File: config.mk
export PLATFORM = sky130hd
export DESIGN_NAME = mmio_timer_flat
export DESIGN_NICKNAME = d
export VERILOG_FILES = /design/src/rtl/mmio_timer_if.sv /design/src/rtl/mmio_timer.sv /design/src/flat_wrapper.sv
export SDC_FILE = /design/constraint.sdc
export NUM_CORES = 1
export LEC_CHECK = 0
export CORE_ASPECT_RATIO = 0.9
export CORE_MARGIN = 5
export CORE_UTILIZATION = 55
export CTS_CLUSTER_DIAMETER = 60
export DETAILED_ROUTE_END_ITERATION = 8
export GPL_TIMING_DRIVEN = 0
export PLACE_DENSITY = 0.82
export REMOVE_ABC_BUFFERS = 1
export SETUP_SLACK_MARGIN = 0.2
export SLEW_MARGIN = 10
export SYNTH_ARGS = -nofsm -noshare
export SYNTH_HDL_FRONTEND = slang
export SYNTH_SLANG_ARGS = --single-unit
File: constraint.sdc
create_clock -name clk -period 7.23 [get_ports clk]
set_input_delay 1.0845 -clock clk [delete_from_list [all_inputs] [get_ports clk]]
set_output_delay 1.0845 -clock clk [all_outputs]
set_load 0.05 [all_outputs]
File: src/rtl/mmio_timer_if.sv
// Data-bus port of the timer: core-side write strobe, address and write data,
// with combinational read data, window hit and the interrupt line coming back.
interface mmio_timer_if;
  logic        WE;
  logic [31:0] A;
  logic [31:0] Wd;
  logic [31:0] Rd;
  logic        hit;
  logic        irq;

  modport master (output WE, A, Wd, input Rd, hit, irq);
  modport slave  (input WE, A, Wd, output Rd, hit, irq);
endinterface

File: src/rtl/mmio_timer.sv
// Memory-mapped prescaled timer with compare/auto-reload/IRQ plus a free-running cycle counter.
// Reads are combinational (0 cycles), writes land on the next rising edge; no backpressure.
module mmio_timer #(
  parameter logic [31:0] BASE_ADDR  = 32'h0000_1000,
  parameter int          PRESCALE_W = 16
) (
  input  logic        clk,
  input  logic        rst,
  mmio_timer_if.slave bus
);

  localparam logic [2:0] OFF_CTRL     = 3'd0;
  localparam logic [2:0] OFF_PRESCALE = 3'd1;
  localparam logic [2:0] OFF_COUNT    = 3'd2;
  localparam logic [2:0] OFF_COMPARE  = 3'd3;
  localparam logic [2:0] OFF_STATUS   = 3'd4;
  localparam logic [2:0] OFF_CYCLE    = 3'd5;

  logic [2:0]            ctrl;
  logic [PRESCALE_W-1:0] prescale;
  logic [PRESCALE_W-1:0] pcnt;
  logic [31:0]           count;
  logic [31:0]           compare;
  logic [31:0]           cycle;
  logic                  match;

  logic [2:0]  sel;
  logic        wr;
  logic        wr_ctrl;
  logic        wr_pre;
  logic        wr_count;
  logic        wr_cmp;
  logic        wr_status;
  logic        tick;
  logic        match_set;
  logic [31:0] rd;
  logic        unused_addr_lsb;

  assign unused_addr_lsb = ^bus.A[1:0];

  assign bus.hit = (bus.A[31:5] == BASE_ADDR[31:5]);
  assign sel     = bus.A[4:2];
  assign wr      = bus.WE & bus.hit;

  assign wr_ctrl   = wr && (sel == OFF_CTRL);
  assign wr_pre    = wr && (sel == OFF_PRESCALE);
  assign wr_count  = wr && (sel == OFF_COUNT);
  assign wr_cmp    = wr && (sel == OFF_COMPARE);
  assign wr_status = wr && (sel == OFF_STATUS);

  assign tick = ctrl[0] && (pcnt == prescale);

  // A bus write to COUNT pre-empts the tick, so no match is evaluated that cycle.
  assign match_set = tick && !wr_count && (count == compare);

  always_ff @(posedge clk or posedge rst) begin
    if (rst) begin
      pcnt <= '0;
    end else if (wr_ctrl || wr_pre || !ctrl[0] || tick) begin
      pcnt <= '0;
    end else begin
      pcnt <= pcnt + PRESCALE_W'(1);
    end
  end

  always_ff @(posedge clk or posedge rst) begin
    if (rst) begin
      ctrl     <= '0;
      prescale <= '0;
      compare  <= 32'hFFFF_FFFF;
    end else begin
      if (wr_ctrl) ctrl <= bus.Wd[2:0];
      if (wr_pre)  prescale <= bus.Wd[PRESCALE_W-1:0];
      if (wr_cmp)  compare <= bus.Wd;
    end
  end

  always_ff @(posedge clk or posedge rst) begin
    if (rst) begin
      count <= '0;
    end else if (wr_count) begin
      count <= bus.Wd;
    end else if (tick) begin
      count <= (match_set && ctrl[1]) ? 32'd0 : count + 32'd1;
    end
  end

  // Set beats a simultaneous write-one-to-clear.
  always_ff @(posedge clk or posedge rst) begin
    if (rst) begin
      match <= 1'b0;
    end else if (match_set) begin
      match <= 1'b1;
    end else if (wr_status && bus.Wd[0]) begin
      match <= 1'b0;
    end
  end

  always_ff @(posedge clk or posedge rst) begin
    if (rst) begin
      cycle <= '0;
    end else begin
      cycle <= cycle + 32'd1;
    end
  end

  always_comb begin
    rd = '0;
    if (bus.hit) begin
      case (sel)
        OFF_CTRL:     rd = {29'd0, ctrl};
        OFF_PRESCALE: rd = 32'(prescale);
        OFF_COUNT:    rd = count;
        OFF_COMPARE:  rd = compare;
        OFF_STATUS:   rd = {31'd0, match};
        OFF_CYCLE:    rd = cycle;
        default:      rd = '0;
      endcase
    end
  end

  assign bus.Rd  = rd;
  assign bus.irq = match & ctrl[2];

endmodule

File: src/flat_wrapper.sv
// flat-port wrapper written by rule: the top's interface ports become plain ports
module mmio_timer_flat 
#(
  parameter logic [31:0] BASE_ADDR  = 32'h0000_1000,
  parameter int          PRESCALE_W = 16
)
  (clk, rst, bus_WE, bus_A, bus_Wd, bus_Rd, bus_hit, bus_irq);
  mmio_timer_if bus_i ();
  input  logic clk;
  input  logic rst;
  input wire logic [$bits(bus_i.WE)-1:0] bus_WE;
  input wire logic [$bits(bus_i.A)-1:0] bus_A;
  input wire logic [$bits(bus_i.Wd)-1:0] bus_Wd;
  output wire logic [$bits(bus_i.Rd)-1:0] bus_Rd;
  output wire logic [$bits(bus_i.hit)-1:0] bus_hit;
  output wire logic [$bits(bus_i.irq)-1:0] bus_irq;
  assign bus_i.WE = bus_WE;
  assign bus_i.A = bus_A;
  assign bus_i.Wd = bus_Wd;
  assign bus_Rd = bus_i.Rd;
  assign bus_hit = bus_i.hit;
  assign bus_irq = bus_i.irq;
  mmio_timer #(.BASE_ADDR(BASE_ADDR), .PRESCALE_W(PRESCALE_W)) u_core (.clk(clk), .rst(rst), .bus(bus_i));
endmodule
* Word level (Yosys, flattened, before mapping)
Cells that the tools add are included.
** Word-level totals
- Word-level logic and storage cells :: 46
- Bits in registers :: 132
- Output and inout bits :: 34
- Bits of input ports :: 67
** Cells by class
- Equal/unequal tests :: 8
- Muxes and demuxes :: 8
- Reductions and logical operators :: 18
- Bitwise operators :: 2
- Add/subtract/negate cells :: 3
** Operator list (count)
- 32-bit one-hot mux with 6 select lines :: 1
- 32-bit 2-to-1 mux :: 4
- 32-bit by 1-bit adder with 32-bit output (second input constant) :: 2
- 32-bit equality test :: 1
- 27-bit by 8-bit equality test with 1-bit output (second input constant) :: 1
- 16-bit by 1-bit adder with 16-bit output (second input constant) :: 1
- 16-bit equality test :: 1
- 16-bit 2-to-1 mux :: 1
- 1-bit logical AND :: 10
- 3-bit by 2-bit equality test with 1-bit output (second input constant) :: 2
- 3-bit equality test (second input constant) :: 2
- 2-bit nonzero test :: 2
- 3-bit by 1-bit equality test with 1-bit output (second input constant) :: 1
- 3-bit zero test :: 1
- 1-bit logical OR :: 3
- 1-bit bitwise AND :: 2
- 1-bit zero test :: 2
- 1-bit 2-to-1 mux :: 2

* Logic depth before layout (Yosys ltp)
- Word-level depth :: 10
- Gate-level depth with buffers :: 9
- Depth with buffers taken out :: 7

* Worst setup path after synthesis
Ideal clock, no wire load.
- Kind :: in2out
- From :: input bus_A[2]
- To :: output bus_Rd[0]
- Setup slack :: 2.659 ns
- Path buffers :: 4
- Arrival time :: 3.486 ns
- Stages :: 6
- Required time :: 6.145 ns
- Cell sequence :: clkbuf_1 > clkbuf_1 > clkbuf_1 > clkbuf_1 > a211oi_1 > a211oi_1
** On the way
- Word-level cells in the longest chain between the ends :: 3
- Elaborated cells on any way between the ends :: 8
- Those cells by class :: eq/ne: 5; mux: 2; reduce/logical: 1
** Ends and longest elaborated chain
- from (decl) :: line flat_wrapper.sv:12 : input wire logic [$bits(bus_i.A)-1:0] bus_A;
- 3-bit equality test, or another cell as far along :: line mmio_timer.sv:110 : case (sel)
- 32-bit one-hot mux with 6 select lines * :: line mmio_timer.sv:110
- 32-bit 2-to-1 mux * :: line mmio_timer.sv:109 : if (bus.hit) begin
- to (decl) :: line flat_wrapper.sv:14 : output wire logic [$bits(bus_i.Rd)-1:0] bus_Rd;
Mark *: on every way between the ends. The rest lies on a longest branch, timed or not.

* Worst setup path after layout
- From :: input bus_A[7]
- To :: output bus_Rd[2]
** On the way
- Word-level cells in the longest chain between the ends :: 2
** Ends and longest elaborated chain
- 27-bit by 8-bit equality test with 1-bit output :: line mmio_timer.sv:41 : assign bus.hit = (bus.A[31:5] == BASE_ADDR[31:5]);
- 32-bit 2-to-1 mux :: line mmio_timer.sv:109
Every way passes these cells.

==> results.json <==
{
  "status": "finished, final reports clean",
  "grt-ovfl-total": 0,
  "max_cap_violations": 0,
  "dieArea_mm2": 0.0171,
  "finalPower_w": 0.00165,
  "finClkSkew_ns": 0.00909,
  "yosys.area_share.simple_pct": 20.5,
  "synth_cells": 840,
  "track_usage_pct": 27.0,
  "hold_buffers": 0,
  "syn_avg_cell_area_um2": 9.54,
  "peakVddDrop_v": 0.000174,
  "core-area_mm2": 0.0142,
  "synth_top_family_by_area": "simple AND/OR/NAND/NOR gates",
  "fmax_mhz": 174,
  "grt_max_degree": 69,
  "ys_ff_latch": 132,
  "port-buffer-count": 98,
  "relSlewSlack_pct": 11.2,
  "hold_viol": 0,
  "hpwl_mm": 16.0,
  "cp_max_fo": 29,
  "viasPerCell": 6.39,
  "grt_pass1_vias": 6922,
  "wl_mm": 22.9,
  "grt_pass1_wl_mm": 36.3,
  "antenna_cells": 0,
  "worstSkewPairLatency_ns": 0.43,
  "clk_pin_slew_ns": 0.05,
  "synthXorXnorAreaFrac_pct": 10.1,
  "layout_common_cells": "dfrtp_1 (100), clkdlybuf4s50_1 (96), nor2_1 (80)",
  "io_pins": 101,
  "ys_warn_count": 0,
  "worst_pin_slew_ns": 1.32,
  "yosysUniqueCellTypes": 66,
  "hold_path.class": "register to register",
  "dr.first_iter.drc_count": 968,
  "drc": 0,
  "htreeDepth": 4,
  "final_util_pct": 68.8,
  "cp.required_ns": 6.15,
  "post_cts_buffers": 0,
  "chipHeight_um": 125,
  "wire_per_inst_um": 20.5,
  "clockBufferDepth": 2,
  "cp_data_arrival_time_ns": 4.67,
  "synth_compound_area_share_pct": 13.0,
  "cts_tree": "built",
  "synth_area_mm2": 0.00801,
  "path_class": "input pin to primary output",
  "vias": 7162,
  "root_buffer": "clkbuf_16",
  "layout.nets": 985,
  "antenna_found_initial": 0,
  "rows": 41,
  "cts_buffers": 17,
  "period_minus_slack_ns": 5.75,
  "drv_slew": 0,
  "drive_gt1_share_pct": 18.1,
  "synth_edf_count": 0,
  "leakage_nw": 3.78,
  "start_util_pct": 56.6,
  "powerDensity_mw_per_mm2": 170,
  "synthAdderAreaFrac_pct": 0.468,
  "min_period_over_period_pct": 79.6,
  "synth-async-reset-ratio_pct": 100,
  "synth_mux_area_share_pct": 10.5,
  "dieWidth_um": 137,
  "cp-start-kind": "input pin",
  "area_growth_pct": 21.6,
  "setup_viol_count_final": 0,
  "final_common_cell": "dfrtp_1",
  "grt_setup_unrepaired": "no",
  "first_pass_iters": 6,
  "end_kind": "primary output",
  "ant_nets": 0,
  "clkSinkCount": 132,
  "gp_congestion": 0.938,
  "ctsResizeCount": 0,
  "synth_ff_type": "dfrtp_1",
  "synth-seq-area-share_pct": 41.7
}
## metal layers
layer / GRT usage (%) / up-vias / wire, um
met1: 38.8 / 3501 / 9900
met5: 0 / - / 0
met4: 9.21 / 0 / 450
li1: - / 3214 / -
met3: 5.90 / 45 / 2160
met2: 40.2 / 402 / 10400
## kinds of logic (layout without fill, tap and decap cells)
family                     Yosys count  in the layout
adders and majority gates            3              3
xor gates and xnor gates            92             92
AOI/OAI and AO/OA                  147            147
DFF                                132            132
buffers and inverters               67            154
and+or+nand+nor                    325            325
muxes                               74             74
## stage by stage
stage                     cell area (um2)  worst slack [ns]  instances  hold slack, ns  TNS, ns
after floorplan                      7780              2.57        789           0.436        0
after global placement               9010           -0.0251       1080           0.463  -0.0251
after detailed placement             9180              1.46       1089           0.468        0
after CTS                            9740              1.44       1120           0.475        0
after global routing                 9740              1.16       1120           0.499        0
final                                9740              1.48       1120           0.477        0
## synth_stat cells (18+ instances only)
master / number / area share, %
nand2_1: 71 / 3.3
nand3_1: 59 / 3.7
xnor2_1: 73 / 8.0
and3_1: 19 / 1.5
nor2_1: 81 / 3.8
clkbuf_1: 39 / 1.8
a22oi_1: 31 / 2.9
dfstp_2: 32 / 10
a31oi_1: 23 / 1.8
xor2_1: 18 / 2.0
dfrtp_1: 100 / 31
nand4_1: 27 / 2.1
mux2_2: 68 / 9.6
o21ai_0: 31 / 1.9
## area by class of cell
type | count | area, um2
flip-flops and latches | 132 | 3340
multi-input cells | 641 | 4430
clock buffers | 23 | 478
well taps | 193 | 241
fillers | 1094 | 4410
clock inverters | 8 | 77.6
repair buffers | 107 | 1110
inverters | 16 | 65.1
## path summary, 6_finish.rpt
| check | from | end | slack [ns] | cells past startpoint |
|---|---|---|---|---|
| min in group asynchronous | rst | u_core.ctrl[2] | 1.12 | 2 |
| worst min-delay path | u_core.cycle[31] | u_core.cycle[31] | 0.48 | 1 |
| max in group asynchronous | rst | u_core.compare[14] | 5.31 | 3 |
| worst min register to register | u_core.cycle[31] | u_core.cycle[31] | 0.48 | 1 |
| worst max register to register | u_core.count[11] | u_core.count[25] | 3.24 | 6 |
| worst max-delay path | bus_A[7] | bus_Rd[2] | 1.48 | 8 |
## critical path, stage by stage
cell and delay (ns):
clkdlybuf4s50_1 0.40, nor4_1 0.31, nand4_1 0.24, or3_1 0.52
inv_2 0.12, nand2_1 0.72, a21oi_1 0.40, clkdlybuf4s50_1 0.85
## sequential cells by signal (all words and copies together), names as in the netlist
register	cells
u_core.ctrl	3
u_core.prescale	16
u_core.count	32
u_core.pcnt	16
u_core.compare	32
u_core.cycle	32
u_core.match	1
## where the power goes
part	switching, W	internal (W)
clock	0.000325	0.000497
sequential	0.000000136	0.000740
combinational	0.0000489	0.0000428
Power figures use the tool's default switching activity.
